<file path="config.mk">
export PLATFORM = sky130hd
export DESIGN_NAME = mmio_uart_tx
export DESIGN_NICKNAME = d
export VERILOG_FILES = /design/src/rtl/mmio_uart_tx.sv
export SDC_FILE = /design/constraint.sdc
export NUM_CORES = 1
export LEC_CHECK = 0
export BUFFER_PORTS_ARGS = -buffer_cell sky130_fd_sc_hd__clkbuf_2
export CAP_MARGIN = 10
export CORE_MARGIN = 1
export CORE_UTILIZATION = 35
export DETAILED_ROUTE_END_ITERATION = 12
export PLACE_DENSITY = 0.68
export SLEW_MARGIN = 30
export SYNTH_ARGS = -nofsm -noshare
export SYNTH_HDL_FRONTEND = slang
export SYNTH_SLANG_ARGS = --single-unit
</file>
<file path="constraint.sdc">
create_clock -name clk -period 2.71 [get_ports clk]
set_clock_uncertainty 0.2 [all_clocks]
set_input_delay 0.1355 -clock clk [delete_from_list [all_inputs] [get_ports clk]]
set_output_delay 0.1355 -clock clk [all_outputs]
set_load 0.01 [all_outputs]
</file>
<file path="src/rtl/mmio_uart_tx.sv">
// rtl/mmio_uart_tx.sv - memory-mapped UART transmitter with a byte FIFO
//
// Purpose: a CPU store to DATA queues one byte. A serializer sends each
// queued byte as 8N1: one start bit, eight data bits LSB first, one stop bit.
// A load from STATUS returns the FIFO and serializer flags.
//
// Ports:
//   clk        rising-edge clock for all state
//   reset      synchronous active-high reset
//   dataAddr   CPU data address (unmodified CPU output)
//   writeData  CPU store data; only [7:0] is used for DATA, only [3] for STATUS
//   we         one-cycle store strobe
//   readData   STATUS word when STATUS is addressed, otherwise 0
//   mmio_hit   dataAddr falls inside this block's 8-byte window
//   tx         serial output, idle high
//
// Register map (offsets from BASE_ADDR; dataAddr[1:0] ignored):
//   +0 DATA   (write) push writeData[7:0]
//   +4 STATUS {28'b0, overflow, busy, empty, full}; writing bit3=1 clears overflow

module mmio_uart_tx #(
  parameter logic [31:0] BASE_ADDR    = 32'h8000_0000,
  parameter int          CLKS_PER_BIT = 16,
  parameter int          FIFO_DEPTH   = 8
) (
  input  logic        clk,
  input  logic        reset,
  input  logic [31:0] dataAddr,
  input  logic [31:0] writeData,
  input  logic        we,
  output logic [31:0] readData,
  output logic        mmio_hit,
  output logic        tx
);

  localparam int AW = $clog2(FIFO_DEPTH);
  localparam int CW = (CLKS_PER_BIT > 1) ? $clog2(CLKS_PER_BIT) : 1;
  localparam logic [AW:0]   FULL_COUNT = (AW + 1)'(FIFO_DEPTH);
  localparam logic [CW-1:0] LAST_CNT   = CW'(CLKS_PER_BIT - 1);

  typedef enum logic [1:0] {
    IDLE  = 2'd0,
    START = 2'd1,
    DATA  = 2'd2,
    STOP  = 2'd3
  } uartState_e;

  uartState_e state, stateNext;

  logic [7:0]    fifoMem [FIFO_DEPTH];
  logic [AW-1:0] wrPtr, rdPtr;
  logic [AW:0]   count;
  logic          overflow;

  logic [7:0]    shiftReg, shiftNext;
  logic [CW-1:0] clkCnt, clkCntNext;
  logic [2:0]    bitIdx, bitIdxNext;
  logic          txNext;

  logic isData, isStatus, fifoFull, fifoEmpty, busy;
  logic pushReq, push, pop, overflowSet, overflowClr, bitDone;

  // Low address bits and upper store-data bits carry no meaning here.
  logic unusedBits;
  assign unusedBits = ^{dataAddr[1:0], writeData[31:8]};

  // Address decode and status readback
  assign mmio_hit  = (dataAddr[31:3] == BASE_ADDR[31:3]);
  assign isData    = mmio_hit && !dataAddr[2];
  assign isStatus  = mmio_hit &&  dataAddr[2];

  assign fifoFull  = (count == FULL_COUNT);
  assign fifoEmpty = (count == '0);
  assign busy      = (state != IDLE);

  assign readData  = isStatus ? {28'b0, overflow, busy, fifoEmpty, fifoFull} : 32'b0;

  // FIFO control. A pop frees a slot in the same cycle, so a store to a full
  // FIFO is still accepted when the serializer is taking the head.
  assign pop         = (state == IDLE) && !fifoEmpty;
  assign pushReq     = we && isData && !reset;
  assign push        = pushReq && (!fifoFull || pop);
  assign overflowSet = pushReq && fifoFull && !pop;
  assign overflowClr = we && isStatus && writeData[3];

  assign bitDone = (clkCnt == LAST_CNT);

  // Serializer next-state logic. txNext is what tx shows one cycle later,
  // so every line phase lasts exactly CLKS_PER_BIT cycles of tx.
  always_comb begin
    stateNext  = state;
    clkCntNext = clkCnt;
    bitIdxNext = bitIdx;
    shiftNext  = shiftReg;
    txNext     = 1'b1;
    case (state)
      IDLE: begin
        if (!fifoEmpty) begin
          stateNext  = START;
          shiftNext  = fifoMem[rdPtr];
          clkCntNext = '0;
          bitIdxNext = '0;
        end
      end
      START: begin
        txNext = 1'b0;
        if (bitDone) begin
          stateNext  = DATA;
          clkCntNext = '0;
        end else begin
          clkCntNext = clkCnt + 1'b1;
        end
      end
      DATA: begin
        txNext = shiftReg[0];
        if (bitDone) begin
          clkCntNext = '0;
          if (bitIdx == 3'd7) begin
            stateNext = STOP;
          end else begin
            bitIdxNext = bitIdx + 1'b1;
            shiftNext  = {1'b0, shiftReg[7:1]};
          end
        end else begin
          clkCntNext = clkCnt + 1'b1;
        end
      end
      STOP: begin
        if (bitDone) begin
          stateNext  = IDLE;
          clkCntNext = '0;
          bitIdxNext = '0;
        end else begin
          clkCntNext = clkCnt + 1'b1;
        end
      end
      default: begin
        stateNext = IDLE;
      end
    endcase
  end

  // State, serializer datapath and FIFO bookkeeping
  always_ff @(posedge clk) begin
    if (reset) begin
      state    <= IDLE;
      tx       <= 1'b1;
      shiftReg <= '0;
      clkCnt   <= '0;
      bitIdx   <= '0;
      wrPtr    <= '0;
      rdPtr    <= '0;
      count    <= '0;
      overflow <= 1'b0;
    end else begin
      state    <= stateNext;
      tx       <= txNext;
      shiftReg <= shiftNext;
      clkCnt   <= clkCntNext;
      bitIdx   <= bitIdxNext;

      if (push) wrPtr <= wrPtr + 1'b1;
      if (pop)  rdPtr <= rdPtr + 1'b1;

      case ({push, pop})
        2'b10:   count <= count + 1'b1;
        2'b01:   count <= count - 1'b1;
        default: count <= count;
      endcase

      // Set takes priority over a simultaneous clear.
      if (overflowSet) begin
        overflow <= 1'b1;
      end else if (overflowClr) begin
        overflow <= 1'b0;
      end
    end
  end

  // FIFO storage needs no reset: pointers and count define its contents.
  always_ff @(posedge clk) begin
    if (push) begin
      fifoMem[wrPtr] <= writeData[7:0];
    end
  end

endmodule
</file>
## Word-level counts from Yosys, hierarchy flattened

Memories as Yosys holds them, arrays and structs flattened. A register that Yosys moved wholly into a read port is not among the register bits.
Cells that the tools add are included.

- Memory bits (writable): 64
- Output and inout port bits: 34
- Flip-flop bits (word level): 29
- Memories: 1
- Input port bits: 67

Memory list:

| name | depth | bits a word | rd ports | clocked after memory_dff | write ports | line | RTL |
|---|---|---|---|---|---|---|---|
| fifoMem | 8 | 8 | 1 | 1 | 1 | 50 | `logic [7:0] fifoMem [FIFO_DEPTH];` |

- Reduce and logical (&&, ||, !) cells: 27
- Multiplexer cells: 27
- Equal/unequal tests: 15
- $add $sub $neg: 6

Operators with widths:

| kind | number |
|---|---|
| equality test 29 bit (second input constant) | 1 |
| two-way mux 8 bit | 3 |
| two-way mux 3 bit | 6 |
| case mux 4 bit (2 select lines) | 2 |
| case mux 8 bit (2 select lines) | 1 |
| two-way mux 4 bit | 3 |
| inequality test 2 bit (second input constant) | 6 |
| logical AND 1 bit | 10 |
| two-way mux 2 bit | 5 |
| AND reduction 5 bit | 2 |
| adder 3 x 1 -> 3 bit (second input constant) | 3 |
| case mux 3 bit (3 select lines) | 1 |
| adder 4 x 1 -> 4 bit (second input constant) | 2 |
| equality test 4 bit (second input constant) | 2 |
| case mux 2 bit (4 select lines) | 1 |
| nonzero test 2 bit | 4 |
| equality test 2 bit (second input constant) | 3 |
| logical NOT 1 bit | 5 |
| equality test 2 x 1 -> 1 bit (second input constant) | 2 |
| logical NOT 4 bit | 1 |
| two-way mux 1 bit | 4 |
| AND reduction 4 bit | 1 |
| subtractor 4 x 1 -> 4 bit (second input constant) | 1 |
| equality test 3 bit (second input constant) | 1 |
| 5 further kinds | 5 |

## Depth between registers and ports, before layout

Gate-level depths: netlist of the first run.

- Depth in word-level cells: 7
- Mapped depth: 13

## Worst setup path before layout of the first run

No wires, ideal clock.

- Path type: flip-flop to flip-flop
- From: reg count[1]
- To: reg count[2]
- Arrival: 2.498 ns
- Clock period less this slack: 2.769 ns
- Setup time: 0.071 ns
- Data required time: 2.439 ns
- Stages on the path, launching flop included: 14
- Slack: -0.059 ns
- Path through: dfxtp_1 -> buf_2 -> or4b_4 -> nor2_4 -> nor4_4 -> buf_6 -> inv_1 -> ha_1 -> xor2_1 -> ha_1 -> a21oi_1 -> xor2_1 -> or3_1 -> a21oi_1

- Word-level cells in the longest chain between the ends: 7
- Elaborated cells between the ends (all ways): 13
- Those cells by class: add/sub (2); eq/ne (3); mux (1); reduce/logical (7)

Ends and longest elaborated chain:

| element | line | RTL |
|---|---|---|
| start: declaration | 52 | `logic [AW:0] count;` |
| start signal: assignment | 166 | `2'b10: count <= count + 1'b1;` |
| start signal: assignment | 167 | `2'b01: count <= count - 1'b1;` |
| start signal: assignment | 168 | `default: count <= count;` |
| logical NOT 4 bit | 73 | `assign fifoEmpty = (count == '0);` |
| logical NOT 1 bit | - |  |
| logical AND 1 bit | 80 | `assign pop = (state == IDLE) && !fifoEmpty;` |
| logical OR 1 bit | 82 | `assign push = pushReq && (!fifoFull \|\| pop);` |
| logical AND 1 bit | 82 |  |
| equality test 2 x 1 -> 1 bit or equality test 2 bit (tied branches) | 165 | `case ({push, pop})` |
| case mux 4 bit (2 select lines) or nonzero test 2 bit (tied branches) | - |  |

Several ways; a longest one is shown, not always the timed one.
A chain may end at the register's enable or synchronous reset.

## Worst setup path after layout of the first run

- From: reg count[0]
- To: reg count[2]

The elaborated chain is that of the path after synthesis.

==> metrics.csv, run 1 <==
metric,value,unit
Mapped Cells,327,
die width,116,microns
Die H,116,microns
io pins,101,
DR iter-0 viols,157,
die area,13400,sq um
layout cells sized above 1,29.6,%
crit path time final,2.54,ns
"CTS clk-pin slew, worst paths",0.07,ns
TritonCTS Sinks,96,
1st-pass router iterations,4,
"Data arrival, critical path",2.62,ns
worst vdd ir,0.451,mV
CTS H-Tree Depth,3,
Starting Density,36.0,%
number of global-route vias before repair,2875,
PwrDens,589,nW/um^2
RSZ-0062 raised after global routing,no,
Placed Cells,550,
Hold Path Stages,4,
drt via density,4.85,
initial antenna violation count,0,
Placement Setup Slack,0.0827,ns
Clock Path Buffers,2,
Worst setup EP type,flop,
largest net degree at the start of global routing,28,
Post-DP Area,4960,sq um
leakage,2.03,nW
Worst Max-Slew Pin Slew,0.750,ns
largest cells by area after synthesis,"edfxtp_1 (42%), dfxtp_1 (14%), mux4_2 (6.4%), buf_4 (5.0%), ha_1 (3.3%)",
cell row count,41,
Post-DP HPWL,5920,microns
n_diodes,0,
final setup margin,0.170,ns
fillers,1173,
"commonest non-fill, non-tap cell in the layout",edfxtp_1,
outcome,completed,
FMAX,0.394,GHz
fin util,42.6,%
CP Launch Type,flop,
area share of the largest cell type after synthesis,42.3,%
leading area contributor after synthesis,edfxtp_1,
"non-filler cells, final",577,
GP Congestion,0.734,
Mapped Area,4540,sq um
Setup Buffers After CTS,0,
FF-to-FF path depth,11,
WP data required,2.79,ns
Crit Path Max Fanout,5,
Final Instance Area,5380,sq um
relative slew slack,49.9,%
post-synthesis sequential area ratio,56.4,%
period utilization,93.7,%
Post-synth EDFFs,64,
# setup viols final,0,
CTS tree,built,
synthesis-stage register bit count,96,
Syn Area/Cell,13.9,sq um
Antenna Violating Nets Remaining,0,
final WL,8450,microns
CP Class,reg -> reg,
vias post-DR,2798,
"commonest non-fill, non-tap cells in the layout","edfxtp_1 (64), clkbuf_2 (46), dfxtp_1 (32), conb_1 (28), buf_4 (19)",
setup_tns,0,ns
Final nets,479,
Final Hold Fails,0,
"FFs w/ async S/R, synth",0,%
gr ovfl total,0,
max-slew violation count,0,
CTS buffer count,9,
clk_lat worst skew,0.35,ns
WL/cell,14.6,microns
Root Driver,clkbuf_16,
Yosys cell types,57,
worst hold-check path type,in -> reg,
Main synth FF type,edfxtp_1,
Core ar.,12600,sq um
Ys Warns,0,
Area Overhead vs Synth,18.4,%
PortBufs,46,
max cap viols,0,
GRT Util Overall,14.1,%
first-pass GRT wire length,14000,microns
Remaining DRCs,0,
-- what timing repair did --
item / CTS / global route
resized for setup: 0 / 4
setup endpoints to repair: 0 / 1
hold buffers: 11 / 0
endpoints found under the hold margin: 66 / 0
-- layer usage --
layer | part of all wire (%) | routed length, microns | vias to the layer above | track usage (%)
met5 | 0 | 0 | - | 0
met2 | 52 | 4410 | 66 | 24.8
li1 | - | - | 1335 | -
met4 | 2.6 | 221 | 0 | 8.21
met3 | 2.8 | 234 | 17 | 1.99
met1 | 42 | 3580 | 1380 | 16.3
-- registers in the layout (all words and copies together), names as in the netlist, named ones only --
name      cells
bitIdx        3
clkCnt        4
count         4
fifoMem      64
overflow      1
rdPtr         3
shiftReg      8
state         2
tx            1
wrPtr         3
-- area by class of cell --
cell class,count,area [sq um],share of cell area [%]
timing repair buffer,76,483,8.97
clock inverter,7,70.1,1.30
sequential,96,2560,47.6
inverter,11,41.3,0.767
multi-input combinational,206,1780,33.2
tap,172,215,4.00
clock buffer,9,225,4.19
-- power breakdown --
part           switching [mW]  internal [mW]  total (mW)
Clock                   0.600          0.656        1.26
Combinational           0.185          0.130       0.315
Sequential             0.0177           1.58        1.60
-- cells by family (layout without fill, tap and decap cells) --
kind of cell             Yosys count  in the layout  share of synthesized area [%]
AND/OR/NAND/NOR                   93             93                           14.3
multiplexers                      27             27                           10.7
adder cells (fa/ha/maj)           12             12                           3.30
other                              1             28                         0.0825
XOR/XNOR                           4              4                          0.771
buffers and inverters             52            103                           7.30
flip-flops                        96             96                           56.4
AO/OA/AOI/OAI                     42             42                           7.16
-- final timing paths --
| check | start | endpoint | slack, ns |
|---|---|---|---|
| min reg2reg | shiftReg[7] | shiftReg[7] | 0.26 |
| max reg2reg | count[0] | count[2] | 0.17 |
| min | we | wrPtr[2] | 0.06 |
| max | count[0] | count[2] | 0.17 |
-- cell usage after synthesis (all sizes together), types with 4 or more instances --
master	number
mux4	16
buf	34
a21oi	10
edfxtp	64
a32o	7
xor2	4
and3	5
dfxtp	32
o21ai	6
clkbuf	7
nor2	18
nand2b	8
ha	12
o22a	5
nand2	8
mux2i	8
nor4	11
inv	11
or2	7
nor2b	7
nand3	6
-- worst max-delay path, cell delays in order (launching register included) --
cell and delay, ns:
dfxtp_1 0.32, or4b_4 0.57, nor2_4 0.14, nor4_4 0.06, inv_2 0.07, ha_4 0.16
xor2_2 0.06, ha_1 0.17, a21oi_1 0.16, xor2_1 0.10, or3_1 0.31, a21oi_1 0.14
-- per-stage QoR --
| step | power (mW) | hold WS, ns |
|---|---|---|
| 2_1_floorplan | 1.85 | 0.0344 |
| 3_3_place_gp | 1.91 | 0.202 |
| 3_5_place_dp | 1.92 | 0.216 |
| 4_1_cts | 3.18 | 0.0498 |
| 5_1_grt | 3.29 | 0.0857 |
| 6_report | 3.17 | 0.0636 |
No activity file was read; power rests on OpenSTA's default activity.
==> run 2: changes to the inputs <==
Settings changed: ABC_AREA set to 1, PLACE_DENSITY 0.68 to 0.67.
==> run 2 against run 1 <==
  * First-iteration DRC count grew 29%
  * Largest cell class unchanged
  * Via count grew 24%
  * Non-clock buffer count decreased by 6
  * Largest power group unchanged
  * Routed wire length rose by 11%
  * Sequential power grew 13%
  * Clock power about the same
  * Total power increased by 43%
  * Synthesized area is 2.5% higher
==> metrics.csv, run 2 <==
metric,value,unit,change
largest cells by area after synthesis,"edfxtp_1 (41%), dfxtp_1 (14%), nand2_1 (9.1%), nor2_1 (6.0%), nand3_1 (5.8%)",,"was edfxtp_1 (42%), dfxtp_1 (14%), mux4_2 (6.4%), buf_4 (5.0%), ha_1 (3.3%)"
Crit Path Max Fanout,4,,was 5
Final Hold Fails,0,,unchanged
drt via density,4.65,,was 4.85
Largest regs,"fifoMem: 64 flops, shiftReg: 8 flops",,unchanged
commonest cells in the netlist,"nand2_1 (113), nor2_1 (74), edfxtp_1 (64)",,"was edfxtp_1 (64), dfxtp_1 (32), buf_4 (30)"
die width,117,microns,was 116 microns
post-synthesis sequential area ratio,55.0,%,was 56.4%
Post-synth EDFFs,64,,unchanged
period utilization,93.3,%,was 93.7%
worst hold-check path type,in -> reg,,unchanged
"Data arrival, critical path",2.56,ns,was 2.62 ns
GP Congestion,0.778,,was 0.734
Remaining DRCs,0,,unchanged
leakage,2.22,nW,was 2.03 nW
final WL,9340,microns,was 8450 microns
FF-to-FF path depth,14,,was 11
Final Instance Area,5420,sq um,was 5380 sq um
"commonest non-fill, non-tap cell in the layout",nand2_1,,was edfxtp_1
"Power, Total",4.53,mW,was 3.17 mW
CP cell instances,"inv_1, ha_1, inv_1, nand4_1, inv_2, nor2_4, inv_1, ha_2, xor2_2, ha_1, a21oi_1, xnor2_1, o21ai_0, inv_1",,"was or4b_4, nor2_4, nor4_4, inv_2, ha_4, xor2_2, ha_1, a21oi_1, xor2_1, or3_1, a21oi_1"
Core ar.,12800,sq um,"was 12,600 sq um"
CTS H-Tree Depth,3,,unchanged
top-count cell post-synth,nand2_1,,was edfxtp_1
# setup viols final,0,,unchanged
CTS buffer count,9,,unchanged
WL/cell,12.5,microns,was 14.6 microns
worst vdd ir,0.453,mV,was 0.451 mV
initial antenna violation count,0,,unchanged
relative slew slack,63.5,%,was 49.9%
Mapped Area,4660,sq um,was 4540 sq um
GRT Util Overall,13.9,%,was 14.1%
Post-DP Area,5000,sq um,was 4960 sq um
crit path buf inv count,5,,was 1
leading area contributor after synthesis,edfxtp_1,,unchanged
max cap viols,0,,unchanged
Yosys cell types,37,,was 57
most flop-heavy register,fifoMem,,unchanged
gr ovfl total,0,,unchanged
crit path time final,2.53,ns,was 2.54 ns
synthesis-stage register bit count,96,,unchanged
clk_lat worst skew,0.34,ns,was 0.35 ns
layout cells sized above 1,18.5,%,was 29.6%
first-pass GRT wire length,15500,microns,"was 14,000 microns"
Critical Path End,count[2],,unchanged
Worst Max-Slew Pin Slew,0.547,ns,was 0.750 ns
Mapped Cells,504,,was 327
Starting Density,36.3,%,was 36.0%
FF-to-FF End,count[2],,unchanged
1st-pass router iterations,4,,unchanged
max reg flops,64,,unchanged
"CTS clk-pin slew, worst paths",0.07,ns,about the same
Root Driver,clkbuf_16,,unchanged
die area,13800,sq um,"was 13,400 sq um"
max-slew violation count,0,,unchanged
Syn Area/Cell,9.24,sq um,was 13.9 sq um
CP Launch Point,state[0],,was count[0]
setup_tns,0,ns,unchanged
critical path's largest stage delay,0.37,ns,was 0.57 ns
vias post-DR,3465,,"was 2,798"
"most used cell, CP",inv_1,,was a21oi_1
Antenna Violating Nets Remaining,0,,unchanged
FMAX,0.395,GHz,was 0.394 GHz
Worst setup EP type,flop,,unchanged
largest net degree at the start of global routing,33,,was 28
Critical Path Stages,14,,was 11
DR iter-0 viols,203,,was 157
"FFs w/ async S/R, synth",0,%,unchanged
Worst path top cell family by delay,adder cells,,was simple AND/OR/NAND/NOR gates
PwrDens,836,nW/um^2,was 589 nW/um^2
TritonCTS Sinks,96,,unchanged
"commonest non-fill, non-tap cells in the layout","nand2_1 (113), nor2_1 (74), edfxtp_1 (64), nand3_1 (54), clkbuf_2 (46)",,"was edfxtp_1 (64), clkbuf_2 (46), dfxtp_1 (32), conb_1 (28), buf_4 (19)"
Placed Cells,718,,was 550
Post-DP HPWL,6240,microns,was 5920 microns
number of global-route vias before repair,3335,,"was 2,875"
WP data required,2.74,ns,was 2.79 ns
Ys Warns,0,,unchanged
area share of the largest cell type after synthesis,41.2,%,was 42.3%
cell row count,41,,unchanged
reg-to-reg setup timing slack,0.18,ns,was 0.17 ns
Die H,117,microns,was 116 microns
n_diodes,0,,unchanged
PortBufs,46,,unchanged
Clock Path Buffers,2,,unchanged
CP Launch Type,flop,,unchanged
outcome,completed,,unchanged
Final nets,647,,was 479
"non-filler cells, final",745,,was 577
Main synth FF type,edfxtp_1,,unchanged
CTS tree,built,,unchanged
reg2reg start,state[0],,was count[0]
CP max-delay cell,dfxtp_1,,was or4b_4
Area Overhead vs Synth,16.4,%,was 18.4%
io pins,101,,unchanged
CP Class,reg -> reg,,unchanged
[run 2: cell count changes after synthesis, moves of 12 or more]
cell,change
o21ai_0,+12
mux4_2,-13
nand2_1,+105
nor2_1,+58
inv_1,+13
nand3_1,+48
[run 2: worst min path at each step]
stage | to | cells past startpoint | slack (ns) | start
after floorplan | fifoMem[0][0] | 0 | 0.03 | writeData[0]
after global placement | fifoMem[2][5] | 1 | 0.20 | writeData[5]
after detailed placement | fifoMem[1][6] | 1 | 0.21 | writeData[6]
after CTS | shiftReg[6] | 3 | 0.09 | reset
after global routing | shiftReg[7] | 3 | 0.1 | reset
final | shiftReg[7] | 3 | 0.1 | reset
[run 2: power breakdown]
group	internal [mW]	switching (mW)
sequential	1.70	0.114
clock	0.658	0.583
combinational	0.512	0.967
total	2.87	1.66
[run 2: what timing repair did]
action | CTS | global route
buffers inserted | 0 | 1
endpoints found under the setup margin | 0 | 2
gates resized for setup | 0 | 3
hold buffers | 10 | 0
hold endpoints to repair | 65 | 0
[run 2: metal layers]
metal | GRT usage (%) | up-vias | routed length, microns
li1 | - | 1756 | -
met1 | 16.6 | 1617 | 4050
met2 | 24.7 | 82 | 4820
met3 | 2.68 | 10 | 380
met4 | 4.95 | 0 | 86
met5 | 0 | - | 0
[run 2: final cells by class]
class | count | area, sq um
multi-input combinational | 362 | 1800
fill | 1248 | 7400
inverter | 29 | 109
clock buffer | 9 | 225
clock inverter | 7 | 76.3
tap | 172 | 215
timing repair buffer | 70 | 435
sequential | 96 | 2560
[run 2: worst min-delay path: stages]
cell      delay, ns
clkbuf_2       0.13
buf_4          0.22
a21oi_2        0.11
[run 2: logic make-up after synthesis]
family	synth area share, %
AOI/OAI and AO/OA	6.90
xor gates and xnor gates	0.752
adders and majority gates	3.22
buffers and inverters	8.81
DFF	55.0
other	0.0805
and+or+nand+nor	25.2
[run 2: metrics by stage]
| stage | setup WS, ns | util, % | hold WS (ns) |
|---|---|---|---|
| after floorplan | 0.212 | - | 0.0344 |
| after global placement | 0.240 | 39.0 | 0.201 |
| after detailed placement | 0.112 | 39.0 | 0.208 |
| after CTS | 0.101 | 42.1 | 0.0890 |
| after global routing | -0.0134 | 42.3 | 0.0982 |
| final | 0.180 | 42.3 | 0.0976 |
==> run 3: changes to the inputs <==
Settings changed: CORE_UTILIZATION 35 to 49, CTS_BUF_LIST set to sky130_fd_sc_hd__clkbuf_4 sky130_fd_sc_hd__clkbuf_8 sky130_fd_sc_hd__clkbuf_16, PLACE_DENSITY 0.67 to 0.86.
==> run 3 against run 2 <==
  * Clock power decreased by 24%
  * Routed wire length increased by 2.1%
  * Critical endpoint unchanged
  * Global-route usage increased by 7.0 points
  * Cell area decreased by 2.6%
  * Via count increased by 3.5%
  * Highest routed layer unchanged
==> metrics.csv, run 3 (synthesis results as in run 2) <==
metric,value,unit,change
crit path time final,2.50,ns,was 2.53 ns
gr ovfl total,0,,unchanged
Area Overhead vs Synth,13.3,%,was 16.4%
max-slew violation count,0,,unchanged
"Data arrival, critical path",2.58,ns,was 2.56 ns
max reg flops,64,,unchanged
die width,99.5,microns,was 117 microns
Worst Max-Slew Pin Slew,0.560,ns,was 0.547 ns
"commonest non-fill, non-tap cells in the layout","nand2_1 (113), nor2_1 (74), edfxtp_1 (64), nand3_1 (54), clkbuf_2 (46)",,unchanged
cell row count,35,,was 41
layout cells sized above 1,18.5,%,about the same
Remaining DRCs,0,,unchanged
relative slew slack,62.6,%,was 63.5%
Core ar.,9240,sq um,"was 12,800 sq um"
drt via density,5.10,,was 4.65
leakage,2.17,nW,was 2.22 nW
FF-to-FF End,count[2],,unchanged
FF-to-FF path depth,14,,unchanged
GRT Util Overall,20.9,%,was 13.9%
WP data required,2.79,ns,was 2.74 ns
PortBufs,46,,unchanged
Worst Hold Launch,reset,,unchanged
final WL,9540,microns,was 9340 microns
Min-Delay Endpoint,shiftReg[1],,was shiftReg[7]
Starting Density,50.4,%,was 36.3%
period utilization,92.3,%,was 93.3%
outcome,completed,,unchanged
vias post-DR,3587,,"was 3,465"
die area,9900,sq um,"was 13,800 sq um"
fillers,731,,"was 1,248"
"commonest non-fill, non-tap cell in the layout",nand2_1,,unchanged
TritonCTS Sinks,96,,unchanged
Final nets,648,,was 647
Largest regs,"fifoMem: 64 flops, shiftReg: 8 flops",,unchanged
1st-pass router iterations,5,,was 4
# setup viols final,0,,unchanged
CP Class,reg -> reg,,unchanged
GP Congestion,0.801,,was 0.778
io pins,101,,unchanged
Crit Path Max Fanout,4,,unchanged
CTS H-Tree Depth,3,,unchanged
most flop-heavy register,fifoMem,,unchanged
number of global-route vias before repair,3574,,"was 3,335"
Fin Hold WS,0.0594,ns,was 0.0976 ns
Hold Path Stages,3,,unchanged
worst vdd ir,0.549,mV,was 0.453 mV
"Power, Total",4.24,mW,was 4.53 mW
reg-to-reg setup timing slack,0.21,ns,was 0.18 ns
Clock Path Buffers,2,,unchanged
Post-DP HPWL,6280,microns,was 6240 microns
"CTS clk-pin slew, worst paths",0.11,ns,was 0.07 ns
initial antenna violation count,0,,unchanged
worst hold-check path type,in -> reg,,unchanged
max cap viols,0,,unchanged
Die H,99.5,microns,was 117 microns
first-pass GRT wire length,15900,microns,"was 15,500 microns"
PwrDens,802,nW/um^2,was 836 nW/um^2
Final Hold Fails,0,,unchanged
CP Launch Type,flop,,unchanged
CTS buffer count,9,,unchanged
DR iter-0 viols,238,,was 203
FMAX,0.400,GHz,was 0.395 GHz
reg2reg start,state[0],,unchanged
n_diodes,0,,unchanged
setup_tns,0,ns,unchanged
CTS tree,built,,unchanged
largest net degree at the start of global routing,33,,unchanged
Antenna Violating Nets Remaining,0,,unchanged
Worst setup EP type,flop,,unchanged
clk_lat worst skew,0.38,ns,was 0.34 ns
WL/cell,13.6,microns,was 12.5 microns
Root Driver,clkbuf_8,,was clkbuf_16
run 3: changes by cell type in the layout (fill, tap and decap cells not counted):
cell,delta
clkinv_8,+1
clkbuf_16,-9
inv_8,-1
dlygate4sd3_1,+1
clkbuf_8,+9
run 3: critical path: stages (launching register included):
cell and delay, ns:
dfxtp_1 0.38, inv_1 0.09, ha_1 0.21, inv_1 0.11, nand4_1 0.17, inv_2 0.14
nor2_4 0.05, inv_1 0.08, ha_2 0.23, xor2_2 0.20, ha_1 0.17, a21oi_1 0.05
xnor2_1 0.14, o21ai_0 0.14, inv_1 0.05
run 3: area by class of cell:
cell class	instances	area [sq um]	share of cell area, %
sequential	96	2560	48.5
multi-input combinational	362	1800	34.0
timing repair buffer	71	445	8.43
tap	129	161	3.06
clock buffer	9	124	2.35
inverter	29	109	2.06
clock inverter	7	81.3	1.54
run 3: metrics by stage:
step	setup WS, ns	std cells	area (sq um)	utilization, %
floorplan	0.212	531	4760	-
global placement	0.259	675	4950	53.6
detailed placement	0.141	675	4950	53.6
CTS	0.118	702	5260	57.0
global route	-0.00913	703	5280	57.2
finish	0.208	703	5280	57.2
run 3: repair_timing:
item | 4_1_cts | 5_1_grt
hold buffers | 11 | 0
setup buffers | 0 | 1
gates resized for setup | 0 | 3
setup endpoints to repair | 0 | 3
endpoints found under the hold margin | 65 | 0
run 3: how the worst max path moves through the flow:
| stage | from | slack (ns) | endpoint | depth (start not counted) |
|---|---|---|---|---|
| after detailed placement | state[0] | 0.14 | count[2] | 14 |
| after global placement | state[0] | 0.26 | count[2] | 14 |
| after global routing | state[0] | -0.009 | count[2] | 14 |
| after CTS | state[0] | 0.12 | count[2] | 14 |
| after floorplan | state[0] | 0.21 | count[2] | 14 |
| final | state[0] | 0.21 | count[2] | 14 |
run 3: per-layer routing:
| metal | wire length (microns) | part of all wire (%) | GRT usage, % |
|---|---|---|---|
| met3 | 492 | 5.2 | 3.87 |
| met2 | 5000 | 52 | 37.7 |
| met5 | 0 | 0 | 0 |
| met4 | 263 | 2.8 | 12.0 |
| met1 | 3780 | 40 | 23.2 |
run 3: where the power goes:
part	leakage, nW	total, mW	switching [mW]	internal (mW)
clock network	0.104	0.946	0.576	0.370
logic	1.23	1.49	0.978	0.510
registers	0.837	1.80	0.106	1.70
